==> config.mk <==
export PLATFORM = sky130hd
export DESIGN_NAME = fft_frame_sink_flat
export DESIGN_NICKNAME = d
export VERILOG_FILES = /design/src/rtl/fft_frame_sink_if.sv /design/src/rtl/fft_frame_sink.sv /design/src/flat_wrapper.sv
export SDC_FILE = /design/constraint.sdc
export NUM_CORES = 1
export LEC_CHECK = 0
export ABC_AREA = 1
export CAP_MARGIN = 20
export CORE_AREA = 2 2 134 136
export CTS_BUF_LIST = sky130_fd_sc_hd__clkbuf_4
export DETAILED_ROUTE_END_ITERATION = 10
export DIE_AREA = 0 0 136 138
export HOLD_SLACK_MARGIN = 0.02
export PLACE_DENSITY = 0.82
export SKIP_CTS_REPAIR_TIMING = 1
export SLEW_MARGIN = 20
export SYNTH_ARGS = -nofsm -noshare
export SYNTH_HDL_FRONTEND = slang
export SYNTH_SLANG_ARGS = --single-unit
==> constraint.sdc <==
create_clock -name aclk -period 6.8 [get_ports aclk]
set_input_delay 1.36 -clock aclk [delete_from_list [all_inputs] [get_ports aclk]]
set_output_delay 1.36 -clock aclk [all_outputs]
set_load 0.05 [all_outputs]
==> src/rtl/fft_frame_sink_if.sv <==
// Stream-in / peak-out bundle for fft_frame_sink. The slave modport is the sink's view;
// the master modport is the view of whatever drives samples and consumes results.
interface fft_frame_sink_if #(
    parameter int IDX_W = 10
);
    logic [63:0]      s_axis_data_tdata;
    logic             s_axis_data_tvalid;
    logic             s_axis_data_tready;
    logic             s_axis_data_tlast;
    logic             peak_tvalid;
    logic             peak_tready;
    logic [IDX_W-1:0] peak_index;
    logic [32:0]      peak_mag;
    logic [IDX_W:0]   frame_count;
    logic             event_tlast_unexpected;
    logic             event_tlast_missing;

    modport slave (
        input  s_axis_data_tdata, s_axis_data_tvalid, s_axis_data_tlast, peak_tready,
        output s_axis_data_tready, peak_tvalid, peak_index, peak_mag, frame_count,
               event_tlast_unexpected, event_tlast_missing
    );

    modport master (
        output s_axis_data_tdata, s_axis_data_tvalid, s_axis_data_tlast, peak_tready,
        input  s_axis_data_tready, peak_tvalid, peak_index, peak_mag, frame_count,
               event_tlast_unexpected, event_tlast_missing
    );
endinterface

==> src/rtl/fft_frame_sink.sv <==
// Consumes one FFT frame of complex samples and reports the bin with the largest |re|+|im|.
// Define FFT_SINK_SKIP_DC_EN to exclude bin 0 (DC) from the peak search.
module fft_frame_sink #(
    parameter int FRAME_LEN = 1024,
    parameter int IDX_W     = 10
) (
    input  logic              aclk,
    input  logic              areset,
    fft_frame_sink_if.slave   bus
);
    typedef enum logic {COLLECT = 1'b0, REPORT = 1'b1} state_t;

    state_t           state_q, state_d;
    logic [IDX_W-1:0] bin_q;
    logic [32:0]      run_mag_q;
    logic [IDX_W-1:0] run_idx_q;
    logic [32:0]      beat_mag;
    logic [32:0]      cand_mag;
    logic [IDX_W-1:0] cand_idx;
    logic             accept, last_bin, frame_end;

    // Sign-extend before negating so that -2^31 maps to +2^31 without saturation.
    function automatic logic [32:0] abs33(input logic [31:0] v);
        return v[31] ? (33'd0 - {1'b1, v}) : {1'b0, v};
    endfunction

    assign bus.s_axis_data_tready = (state_q == COLLECT) && !areset;
    assign bus.peak_tvalid        = (state_q == REPORT) && !areset;

    assign accept    = bus.s_axis_data_tvalid && bus.s_axis_data_tready;
    assign last_bin  = (bin_q == IDX_W'(FRAME_LEN - 1));
    assign frame_end = accept && (bus.s_axis_data_tlast || last_bin);
    assign beat_mag  = abs33(bus.s_axis_data_tdata[31:0]) + abs33(bus.s_axis_data_tdata[63:32]);

    // Running peak including the current beat; strict '>' keeps the lowest bin on ties.
    always_comb begin
        cand_mag = run_mag_q;
        cand_idx = run_idx_q;
`ifdef FFT_SINK_SKIP_DC_EN
        if (bin_q == '0) begin
            cand_mag = '0;
            cand_idx = '0;
        end else if (bin_q == IDX_W'(1) || beat_mag > run_mag_q) begin
            cand_mag = beat_mag;
            cand_idx = bin_q;
        end
`else
        if (bin_q == '0 || beat_mag > run_mag_q) begin
            cand_mag = beat_mag;
            cand_idx = bin_q;
        end
`endif
    end

    always_comb begin
        state_d = state_q;
        case (state_q)
            COLLECT: if (frame_end)       state_d = REPORT;
            REPORT:  if (bus.peak_tready) state_d = COLLECT;
            default:                      state_d = COLLECT;
        endcase
    end

    always_ff @(posedge aclk) begin
        if (areset) state_q <= COLLECT;
        else        state_q <= state_d;
    end

    always_ff @(posedge aclk) begin
        if (areset) begin
            bin_q     <= '0;
            run_mag_q <= '0;
            run_idx_q <= '0;
        end else if (accept) begin
            bin_q     <= frame_end ? '0 : bin_q + IDX_W'(1);
            run_mag_q <= cand_mag;
            run_idx_q <= cand_idx;
        end
    end

    // Result registers only load on the ending beat, so they hold for the whole REPORT stall.
    always_ff @(posedge aclk) begin
        if (areset) begin
            bus.peak_index             <= '0;
            bus.peak_mag               <= '0;
            bus.frame_count            <= '0;
            bus.event_tlast_unexpected <= 1'b0;
            bus.event_tlast_missing    <= 1'b0;
        end else begin
            bus.event_tlast_unexpected <= frame_end && bus.s_axis_data_tlast && !last_bin;
            bus.event_tlast_missing    <= frame_end && last_bin && !bus.s_axis_data_tlast;
            if (frame_end) begin
                bus.peak_index  <= cand_idx;
                bus.peak_mag    <= cand_mag;
                bus.frame_count <= (IDX_W + 1)'(bin_q) + (IDX_W + 1)'(1);
            end
        end
    end
endmodule

==> src/flat_wrapper.sv <==
// flat-port wrapper written by rule: the top's interface ports become plain ports
module fft_frame_sink_flat 
#(
    parameter int FRAME_LEN = 1024,
    parameter int IDX_W     = 10
)
  (aclk, areset, bus_s_axis_data_tdata, bus_s_axis_data_tvalid, bus_s_axis_data_tlast, bus_peak_tready, bus_s_axis_data_tready, bus_peak_tvalid, bus_peak_index, bus_peak_mag, bus_frame_count, bus_event_tlast_unexpected, bus_event_tlast_missing);
  fft_frame_sink_if #(.IDX_W(IDX_W)) bus_i ();
  input  logic aclk;
  input  logic areset;
  input wire logic [$bits(bus_i.s_axis_data_tdata)-1:0] bus_s_axis_data_tdata;
  input wire logic [$bits(bus_i.s_axis_data_tvalid)-1:0] bus_s_axis_data_tvalid;
  input wire logic [$bits(bus_i.s_axis_data_tlast)-1:0] bus_s_axis_data_tlast;
  input wire logic [$bits(bus_i.peak_tready)-1:0] bus_peak_tready;
  output wire logic [$bits(bus_i.s_axis_data_tready)-1:0] bus_s_axis_data_tready;
  output wire logic [$bits(bus_i.peak_tvalid)-1:0] bus_peak_tvalid;
  output wire logic [$bits(bus_i.peak_index)-1:0] bus_peak_index;
  output wire logic [$bits(bus_i.peak_mag)-1:0] bus_peak_mag;
  output wire logic [$bits(bus_i.frame_count)-1:0] bus_frame_count;
  output wire logic [$bits(bus_i.event_tlast_unexpected)-1:0] bus_event_tlast_unexpected;
  output wire logic [$bits(bus_i.event_tlast_missing)-1:0] bus_event_tlast_missing;
  assign bus_i.s_axis_data_tdata = bus_s_axis_data_tdata;
  assign bus_i.s_axis_data_tvalid = bus_s_axis_data_tvalid;
  assign bus_i.s_axis_data_tlast = bus_s_axis_data_tlast;
  assign bus_i.peak_tready = bus_peak_tready;
  assign bus_s_axis_data_tready = bus_i.s_axis_data_tready;
  assign bus_peak_tvalid = bus_i.peak_tvalid;
  assign bus_peak_index = bus_i.peak_index;
  assign bus_peak_mag = bus_i.peak_mag;
  assign bus_frame_count = bus_i.frame_count;
  assign bus_event_tlast_unexpected = bus_i.event_tlast_unexpected;
  assign bus_event_tlast_missing = bus_i.event_tlast_missing;
  fft_frame_sink #(.FRAME_LEN(FRAME_LEN), .IDX_W(IDX_W)) u_core (.aclk(aclk), .areset(areset), .bus(bus_i));
endmodule
# Word-level counts from Yosys, hierarchy flattened
# Cells that the tools add are included.
# word_totals
latch_bits,0
mem_bits_ro,0
inputBits,69
reg_bits,110
wordCells,39
output_inout_bits,58
mem_bits_rw,0
mem_count,0
# op_classes
div,0
multipliers,0
shifts,0
eq_ne,1
order_cmp,1
n_mux,8
n_reduce_logical,14
n_bitwise,1
addsub,5
# ops
cell,n
two-way mux 33 bit,3
subtractor 1 x 33 -> 33 bit (first input constant),2
adder 33 bit,1
> comparator 33 bit,1
two-way mux 10 bit,2
adder 10 x 1 -> 11 bit (second input constant),1
adder 10 x 1 -> 10 bit (second input constant),1
== test 10 bit (second input constant),1
logical NOT 10 bit,1
logical AND 1 bit,8
logical NOT 1 bit,3
logical OR 1 bit,2
two-way mux 1 bit,2
case mux 1 bit (2 select lines),1
NOT 1 bit,1

# Longest topological paths before layout
# Gate-level depths: netlist (run 1).
# depth
ltp_word,6
depth_mapped,40
ltp_nobuf,39

# Worst setup path before layout (run 1)
# Ideal clock, no wire load.
# synth_timing
kind,input -> register
start,in bus_s_axis_data_tdata[33]
end,reg u_core.run_mag_q[12]
path_buffers,1
required_time_ps,6691
path_slack_ps,1452
arrival_time_ps,5239
setup_ps,109
path_stages,38
cell_sequence,inv_1 > ha_1 > inv_1 > nor3_1 > inv_1 > nor2_1 > nand4_1 > nor2_1 > nand3_1 > nand2_1 > o21ai_0 > xor2_1 > ha_1 > nand2_1 > inv_1 > nand2_1 > nand2_1 > nand2_1 > [... 2 more ...] > nand2_1 > nand2_1 > nand2_1 > ha_1 > nand2_1 > nor2_1 > nand2_1 > nor2_1 > nand3_1 > nand2_1 > nor2_1 > nand2_1 > nand2_2 > clkbuf_1 > nand3_1 > nand3_1 > nand2_1 > inv_1
# synth_between
elab_chain_len,6
# synth_lines
element,line,text
"start, declared",flat_wrapper.sv:11,input wire logic [$bits(bus_i.s_axis_data_tdata)-1:0] bus_s_axis_data_tdata;
subtractor 1 x 33 -> 33 bit,fft_frame_sink.sv:24,"return v[31] ? (33'd0 - {1'b1, v}) : {1'b0, v};"
two-way mux 33 bit *,fft_frame_sink.sv:24,
adder 33 bit *,fft_frame_sink.sv:33,assign beat_mag = abs33(bus.s_axis_data_tdata[31:0]) + abs33(bus.s_axis_data_tdata[63:32]);
> comparator 33 bit,fft_frame_sink.sv:48,if (bin_q == '0 || beat_mag > run_mag_q) begin
logical OR 1 bit,fft_frame_sink.sv:48,
two-way mux 33 bit *,fft_frame_sink.sv:48,
"end signal, assigned",fft_frame_sink.sv:76,run_mag_q <= cand_mag;
"end, declared",fft_frame_sink.sv:15,logic [32:0] run_mag_q;
# Mark *: on every way between the ends. The rest lies on a longest branch, timed or not.
# A chain may end at the register's enable or synchronous reset.

# Worst setup path after layout (run 1)
# layout_timing
start,in bus_s_axis_data_tdata[32]
end,reg u_core.bus.peak_mag[19]
# layout_between
elab_chain_len,6
# layout_lines
element,line,text
subtractor 1 x 33 -> 33 bit,fft_frame_sink.sv:24,
two-way mux 33 bit *,fft_frame_sink.sv:24,
adder 33 bit *,fft_frame_sink.sv:33,
> comparator 33 bit,fft_frame_sink.sv:48,
logical OR 1 bit,fft_frame_sink.sv:48,
two-way mux 33 bit *,fft_frame_sink.sv:48,
"end signal, assigned",fft_frame_sink.sv:94,bus.peak_mag <= cand_mag;
"end, declared",fft_frame_sink_if.sv:20,"output s_axis_data_tready, peak_tvalid, peak_index, peak_mag, frame_count,"
# Marked as above.

==> metrics.md, run 1 <==
| Metric | Value |
|---|---|
| Status | `complete, no violations` |
| Comb pwr share | `52.9%` |
| Nets | `1946` |
| Worst endpoint required time | `7.24 ns` |
| Layout cells sized above 1 | `2.76%` |
| Syn_area_per_cell | `5.78 sq um` |
| IO Port Bufs | `126` |
| MaxCap Viol Count | `0` |
| Final wirelength | `27600 um` |
| Worst R2R Setup Slack | `3.67 ns` |
| Gr ovfl total | `0` |
| Post-Synth Adder-Cell Area | `8.95%` |
| Worst-Skew Late Latency | `0.48 ns` |
| CTS Sinks | `110` |
| Worst Hold Class | `reg -> reg` |
| Worst vdd ir | `0.106 mV` |
| Clock slew at reported path FFs | `0.17 ns` |
| H-tree Lvls | `3` |
| Crit path launch type | `input pin` |
| Placed wire-length estimate | `21400 um` |
| Setup tns final | `0 ns` |
| Cells after synthesis | `1707` |
| Sequential area share after synthesis | `22.3%` |
| Max FO, Critical Path | `16` |
| Clock share of power | `15.0%` |
| Compound-Gate Fraction of Synth Area | `6.22%` |
| Slew @ Worst Pin | `1.02 ns` |
| Slowest CP cell | `clkdlybuf4s50_1` |
| Internal Power | `0.00123 W` |
| Worst r2r path cells | `10` |
| Tmin final | `6.20 ns` |
| Clock Path Buffers | `2` |
| #FFs+latches synth | `110` |
| Placeable Area | `17500 sq um` |
| Hold path depth | `2` |
| Crit path capture type | `flop` |
| FMAX | `0.161 GHz` |
| Synth top area share | `22.3%` |
| Cell taking the most area after synthesis | `dfxtp_1` |
| Crit path DAT | `6.64 ns` |
| Io pins | `127` |
| Final GP Congestion | `0.931` |
| Worst Skew | `0.0131 ns` |
| RSZ-0062 raised after global routing | `false` |
| Sequential Power Share | `32.2%` |
| CTS Buf Count | `9` |
| XOR/XNOR Fraction of Synth Area | `7.01%` |
| Simple-Gate Fraction of Synth Area | `42.0%` |
| Fin. max-slew vios | `0` |
| Area Growth Syn to Fin | `15.6%` |
| Pwr Total | `0.00228 W` |
| GRT Overall Usage | `29.3%` |
| Yosys warns | `0` |
| Setup violations, final | `0` |
| First-pass GRT wire length | `45300 um` |
| Met1 Resource Use GR | `35.7%` |
| GRT Max-Usage Layer | `met2` |
| GR Util met2 | `52.4%` |
| Pwr/cell area | `199 nW/um^2` |
| Hold endpoint | `u_core.run_idx_q[1]` |
| Type of the worst setup path | `in -> reg` |
| Vias in the first global route | `9901` |
| First-pass DRT Iterations | `8` |
| Number of DRC markers in iteration 0 | `717` |
| Largest family of logic cells by synthesized area | `simple AND/OR/NAND/NOR gates` |
| Mapped Area | `9860 sq um` |
| CTS tree | `done` |
| Fin. Hold Viols | `0` |
| Initial antenna violation count | `1` |
| Synthesized net count | `1846` |
| Total die area | `18800 sq um` |
| Crit path largest cell delay | `0.43 ns` |
| Die extent in x | `136 um` |
| Vias per inst | `5.21` |
| CTS Root Cell | `clkbuf_4` |
| Post-synthesis mux area share | `0%` |
| Worst Setup SP | `bus_s_axis_data_tdata[32]` |
| Fill count | `1741` |
| Leak | `6.10 nW` |
| Per-cell routed wire length | `13.5 um` |
| Met3 Use GR | `2.24%` |
| Sw frac | `45.9%` |
| Part of the cycle the worst path needs | `91.1%` |
| Drc violations | `0` |
| P_sw | `0.00105 W` |
| Top cells by area, synth | `dfxtp_1 22%, nand2_1 20%, inv_1 11%` |
| Number of library cell types mapped by synthesis | `39` |
| Worst flop-to-flop path endpoint | `u_core.bus.peak_mag[7]` |
| Hold Slack | `0.486 ns` |
| Rows | `49` |
| Remaining antenna violation count after routing | `0` |
| Most Frequent Cell on Critical Path | `nand2_1` |
| Slew headroom | `31.8%` |
| Die Y | `138 um` |
| Hold path startpoint | `u_core.run_idx_q[1]` |
| R2r startpoint | `u_core.state_q` |
| Largest net degree at the start of global routing | `98` |
| Initial Util | `56.3%` |
| Vias | `10600` |
## power groups by stage
| stage | registers [W] | clock network (W) | logic (W) |
|---|---|---|---|
| 3_5_place_dp | 0.000744 | 0 | 0.00118 |
| 4_1_cts | 0.000731 | 0.000344 | 0.00119 |
| 2_1_floorplan | 0.000793 | 0 | 0.000810 |
| 3_3_place_gp | 0.000743 | 0 | 0.00116 |
| 5_1_grt | 0.000738 | 0.000367 | 0.00136 |
| 6_report | 0.000732 | 0.000340 | 0.00120 |
## kinds of logic (layout without fill, tap and decap cells)
kind of cell               Yosys count  after routing
AOI/OAI and AO/OA                  111            111
xor gates and xnor gates            79             79
adders and majority gates           70             70
buffers and inverters              333            438
DFF                                110            110
other                                0              1
and+or+nand+nor                   1004           1004
## worst max-delay path by stage
stage                              endpoint  slack [ns]  depth (start not counted)
detailed placement  u_core.bus.peak_mag[19]        0.16                         40
global placement    u_core.bus.peak_mag[28]        0.27                         40
floorplan              u_core.run_mag_q[12]        1.45                         38
global route        u_core.bus.peak_mag[25]        0.03                         40
finish              u_core.bus.peak_mag[19]        0.60                         40
CTS                    u_core.run_mag_q[28]        0.64                         40
## area by class of cell
cell class / instances / area (sq um) / share of cell area [%]
sequential: 110 / 2200 / 19.3
multi-input combinational: 1264 / 6330 / 55.5
timing repair buffer: 141 / 1380 / 12.1
antenna: 1 / 2.50 / 0.0219
inverter: 281 / 1060 / 9.29
clock inverter: 7 / 72.6 / 0.636
tap: 229 / 287 / 2.51
clock buffer: 9 / 67.6 / 0.592
## registers in the layout, summed over array words and instances (netlist names)
| signal | count |
|---|---|
| u_core.bin_q | 10 |
| u_core.bus.peak_index | 10 |
| u_core.bus.event_tlast_missing | 1 |
| u_core.bus.frame_count | 11 |
| u_core.state_q | 1 |
| u_core.bus.event_tlast_unexpected | 1 |
| u_core.bus.peak_mag | 33 |
| u_core.run_idx_q | 10 |
| u_core.run_mag_q | 33 |
## synth_stat cells (all sizes together)
cell,count
buf,24
dfxtp,110
xnor2,14
nand4,7
ha,69
nor4,12
fa,1
a21o,2
nand3b,7
clkbuf,28
o21bai,5
nand3,189
and3,2
nor3,22
o211ai,1
nand2,539
a21oi,51
o21a,1
clkinv,2
a31oi,2
a22oi,3
nor2,220
inv,279
or2,5
and2,1
xor2,65
o21ai,42
o31ai,4
## through the flow
stage,cells,worst slack [ns],instance area [sq um],util (%)
after floorplan,1707,1.45,9860,-
after global placement,2025,0.273,11300,64.2
after detailed placement,2025,0.160,11300,64.2
after CTS,2041,0.640,11400,65.0
after global routing,2042,0.0269,11400,65.1
final,2042,0.604,11400,65.1
## critical path: cells and delay by family
| kind | cells | cell delay (ns) |
|---|---|---|
| AO/OA/AOI/OAI | 2 | 0.29 |
| XOR/XNOR | 1 | 0.19 |
| adder cells (fa/ha/maj) | 3 | 0.87 |
| buffers and inverters | 7 | 1.00 |
| AND/OR/NAND/NOR | 27 | 2.91 |
## routing by layer
metal	vias up	wire, um
met3	70	1430
met4	0	975
met5	-	0
li1	5494	-
met1	4721	11600
met2	362	13600
## layout by cell type (no fill, tap or decap), types with 9 or more instances in the layout
cell type and n:
nor2_1 219, nor3_1 21, inv_1 277, dfxtp_1 110, xnor2_1 14, clkdlybuf4s50_1 125
nand2_1 536, nor4_1 12, o21ai_0 42, xor2_1 65, a21oi_1 47, clkbuf_4 9
ha_1 69, buf_4 14, nand3_1 188
No activity file was read; power rests on OpenSTA's default activity.
==> run 2, diff against run 1 <==
--- a/config.mk
+++ b/config.mk
@@ -13,6 +13,7 @@
 export DIE_AREA = 0 0 136 138
 export HOLD_SLACK_MARGIN = 0.02
 export PLACE_DENSITY = 0.82
+export SETUP_SLACK_MARGIN = 0.05
 export SKIP_CTS_REPAIR_TIMING = 1
 export SLEW_MARGIN = 20
 export SYNTH_ARGS = -nofsm -noshare
==> run 2 against run 1 <==
Against the previous run:
- clock skew is 0.00061 ns higher
- sequential power barely moved
- global-route usage unchanged
- sequential share of layout area about the same
- routed wire length grew 0.25%
- combinational power about the same
- non-clock buffer count did not move
- hold slack improved by 0.0027 ns
- via count shrank 0.12%
- register-to-register slack about the same
- final cell count is the same
- largest cell class unchanged
==> metrics.md, run 2 (synthesized netlist as in run 1, its figures left out) <==
| Metric | Value |
|---|---|
| Rows | `49 (unchanged)` |
| Pwr/cell area | `199 nW/um^2 (about the same)` |
| Drc violations | `0 (unchanged)` |
| H-tree Lvls | `3 (unchanged)` |
| Worst r2r path cells | `10 (unchanged)` |
| Fin. max-slew vios | `0 (unchanged)` |
| Final GP Congestion | `0.931 (unchanged)` |
| Slew @ Worst Pin | `1.01 ns (-0.0124 ns)` |
| Max FO, Critical Path | `16 (unchanged)` |
| GRT Overall Usage | `29.3% (unchanged)` |
| First-pass GRT wire length | `45300 um (unchanged)` |
| CTS Sinks | `110 (unchanged)` |
| Most Frequent Cell on Critical Path | `nand2_1` |
| IO Port Bufs | `126 (unchanged)` |
| Initial antenna violation count | `1 (unchanged)` |
| Placed wire-length estimate | `21400 um (unchanged)` |
| Per-cell routed wire length | `13.6 um (+0.25%)` |
| Internal Power | `0.00123 W (about the same)` |
| Clock share of power | `15.0% (about the same)` |
| Type of the worst setup path | `in -> reg` |
| First-pass DRT Iterations | `8 (unchanged)` |
| CTS tree | `done` |
| Fill count | `1740 (-0.057%)` |
| Largest net degree at the start of global routing | `98 (unchanged)` |
| P_sw | `0.00105 W (about the same)` |
| Biggest regs | `u_core.bus.peak_mag: 33 flops, u_core.run_mag_q: 33 flops, u_core.bus.frame_count: 11 flops` |
| Nets | `1946 (unchanged)` |
| Crit path launch type | `input pin` |
| FMAX | `0.163 GHz (+0.78%)` |
| Total die area | `18800 sq um (unchanged)` |
| Commonest cells after routing, fill and taps aside | `536 x nand2_1, 277 x inv_1, 218 x nor2_1, 188 x nand3_1, 125 x clkdlybuf4s50_1` |
| Pwr Total | `0.00228 W (about the same)` |
| Remaining antenna violation count after routing | `0 (unchanged)` |
| Comb pwr share | `52.8% (about the same)` |
| Number of DRC markers in iteration 0 | `734 (+2.4%)` |
| Worst flop-to-flop path endpoint | `u_core.bus.peak_mag[7]` |
| Final Core Density | `65.1% (about the same)` |
| R2r startpoint | `u_core.state_q` |
| Setup violations, final | `0 (unchanged)` |
| Clock Path Buffers | `2 (unchanged)` |
| Crit path DAT | `6.59 ns (-0.05 ns)` |
| Die extent in x | `136 um (unchanged)` |
| Initial Util | `56.3% (unchanged)` |
| Worst endpoint required time | `7.25 ns (about the same)` |
| RSZ-0062 raised after global routing | `false` |
| Area Growth Syn to Fin | `15.7% (about the same)` |
| Leak | `6.10 nW (about the same)` |
| Worst Skew | `0.0137 ns (+0.000613 ns)` |
| Vias per inst | `5.21 (-0.12%)` |
| Tmin final | `6.15 ns (-0.0482 ns)` |
| Worst R2R Setup Slack | `3.66 ns (about the same)` |
| Fin. Hold Viols | `0 (unchanged)` |
| Clock slew at reported path FFs | `0.17 ns (about the same)` |
| Die Y | `138 um (unchanged)` |
| Slowest CP cell | `clkdlybuf4s50_1` |
| Crit path capture type | `flop` |
| MaxCap Viol Count | `0 (unchanged)` |
| Crit path largest cell delay | `0.43 ns (about the same)` |
| Vias in the first global route | `9901 (unchanged)` |
| Final wirelength | `27700 um (+0.25%)` |
| Critical Path End | `u_core.bus.peak_mag[19]` |
| Io pins | `127 (unchanged)` |
| Status | `complete, no violations` |
| Slew headroom | `32.6% (+0.83 points)` |
| Placed cell area | `11300 sq um (unchanged)` |
| Layout cells sized above 1 | `2.81% (+0.055 points)` |
| Vias | `10600 (-0.12%)` |
| CTS Root Cell | `clkbuf_4` |
| Part of the cycle the worst path needs | `90.4% (-0.71 points)` |
| Hold Slack | `0.488 ns (+0.00266 ns)` |
| Worst Setup SP | `bus_s_axis_data_tdata[32]` |
| Setup tns final | `0 ns (unchanged)` |
| Sequential Power Share | `32.2% (about the same)` |
| CTS Buf Count | `9 (unchanged)` |
| Worst vdd ir | `0.105 mV (-0.97%)` |
| Commonest non-fill, non-tap cell in the layout | `nand2_1` |
| Worst-Skew Late Latency | `0.48 ns (about the same)` |
| Sw frac | `45.9% (about the same)` |
| Worst Hold Class | `reg -> reg` |
| Fin area | `11400 sq um (about the same)` |
| Placeable Area | `17500 sq um (unchanged)` |
| Gr ovfl total | `0 (unchanged)` |
==> run 2: layout make-up <==
| cell class | instances | area (sq um) | area share (%) |
|---|---|---|---|
| clock inverters | 7 | 72.6 | 0.636 |
| well taps | 229 | 287 | 2.51 |
| repair buffers | 141 | 1380 | 12.1 |
| inverters | 281 | 1060 | 9.29 |
| multi-input cells | 1264 | 6340 | 55.5 |
| flip-flops and latches | 110 | 2200 | 19.3 |
| diodes | 1 | 2.50 | 0.0219 |
| clock buffers | 9 | 67.6 | 0.592 |
==> run 2: power groups by stage <==
stage | sequential, W | combinational [W] | clock (W)
after detailed placement | 0.000744 | 0.00118 | 0
final | 0.000732 | 0.00120 | 0.000341
after global placement | 0.000743 | 0.00116 | 0
after floorplan | 0.000793 | 0.000810 | 0
after CTS | 0.000731 | 0.00119 | 0.000344
after global routing | 0.000738 | 0.00136 | 0.000367
==> run 2: worst min-delay path by stage <==
stage                                   start                   endpoint  slack [ns]  cells after the start
finish              u_core.bus.frame_count[1]  u_core.bus.frame_count[1]        0.49                      2
global route        u_core.bus.frame_count[1]  u_core.bus.frame_count[1]        0.51                      2
CTS                       u_core.run_idx_q[1]        u_core.run_idx_q[1]        0.49                      2
detailed placement  u_core.bus.frame_count[1]  u_core.bus.frame_count[1]        0.46                      2
global placement          u_core.run_idx_q[1]        u_core.run_idx_q[1]        0.46                      2
floorplan                 u_core.run_idx_q[1]        u_core.run_idx_q[1]        0.45                      2
==> run 2: metrics by stage <==
stage	cells	worst slack, ns
floorplan	1707	1.45
global placement	2025	0.273
detailed placement	2025	0.160
CTS	2041	0.640
global route	2042	0.0772
finish	2042	0.652
==> run 2: per-layer routing <==
| metal | wire (um) | GRT usage (%) | part of all wire (%) | vias to the layer above |
|---|---|---|---|---|
| met5 | 0 | 0 | 0 | - |
| met4 | 989 | 12.4 | 3.6 | 0 |
| met3 | 1350 | 2.24 | 4.9 | 67 |
| met2 | 13700 | 52.4 | 49 | 347 |
| met1 | 11700 | 35.7 | 42 | 4723 |
| li1 | - | - | - | 5497 |
==> run 2: worst max-delay path: cells and delay by family <==
family	cells	cell delay [ns]
compound gates	2	0.29
buf+inv	7	1.00
xor+xnor	1	0.19
fa+ha+maj	3	0.86
simple gates	27	2.83
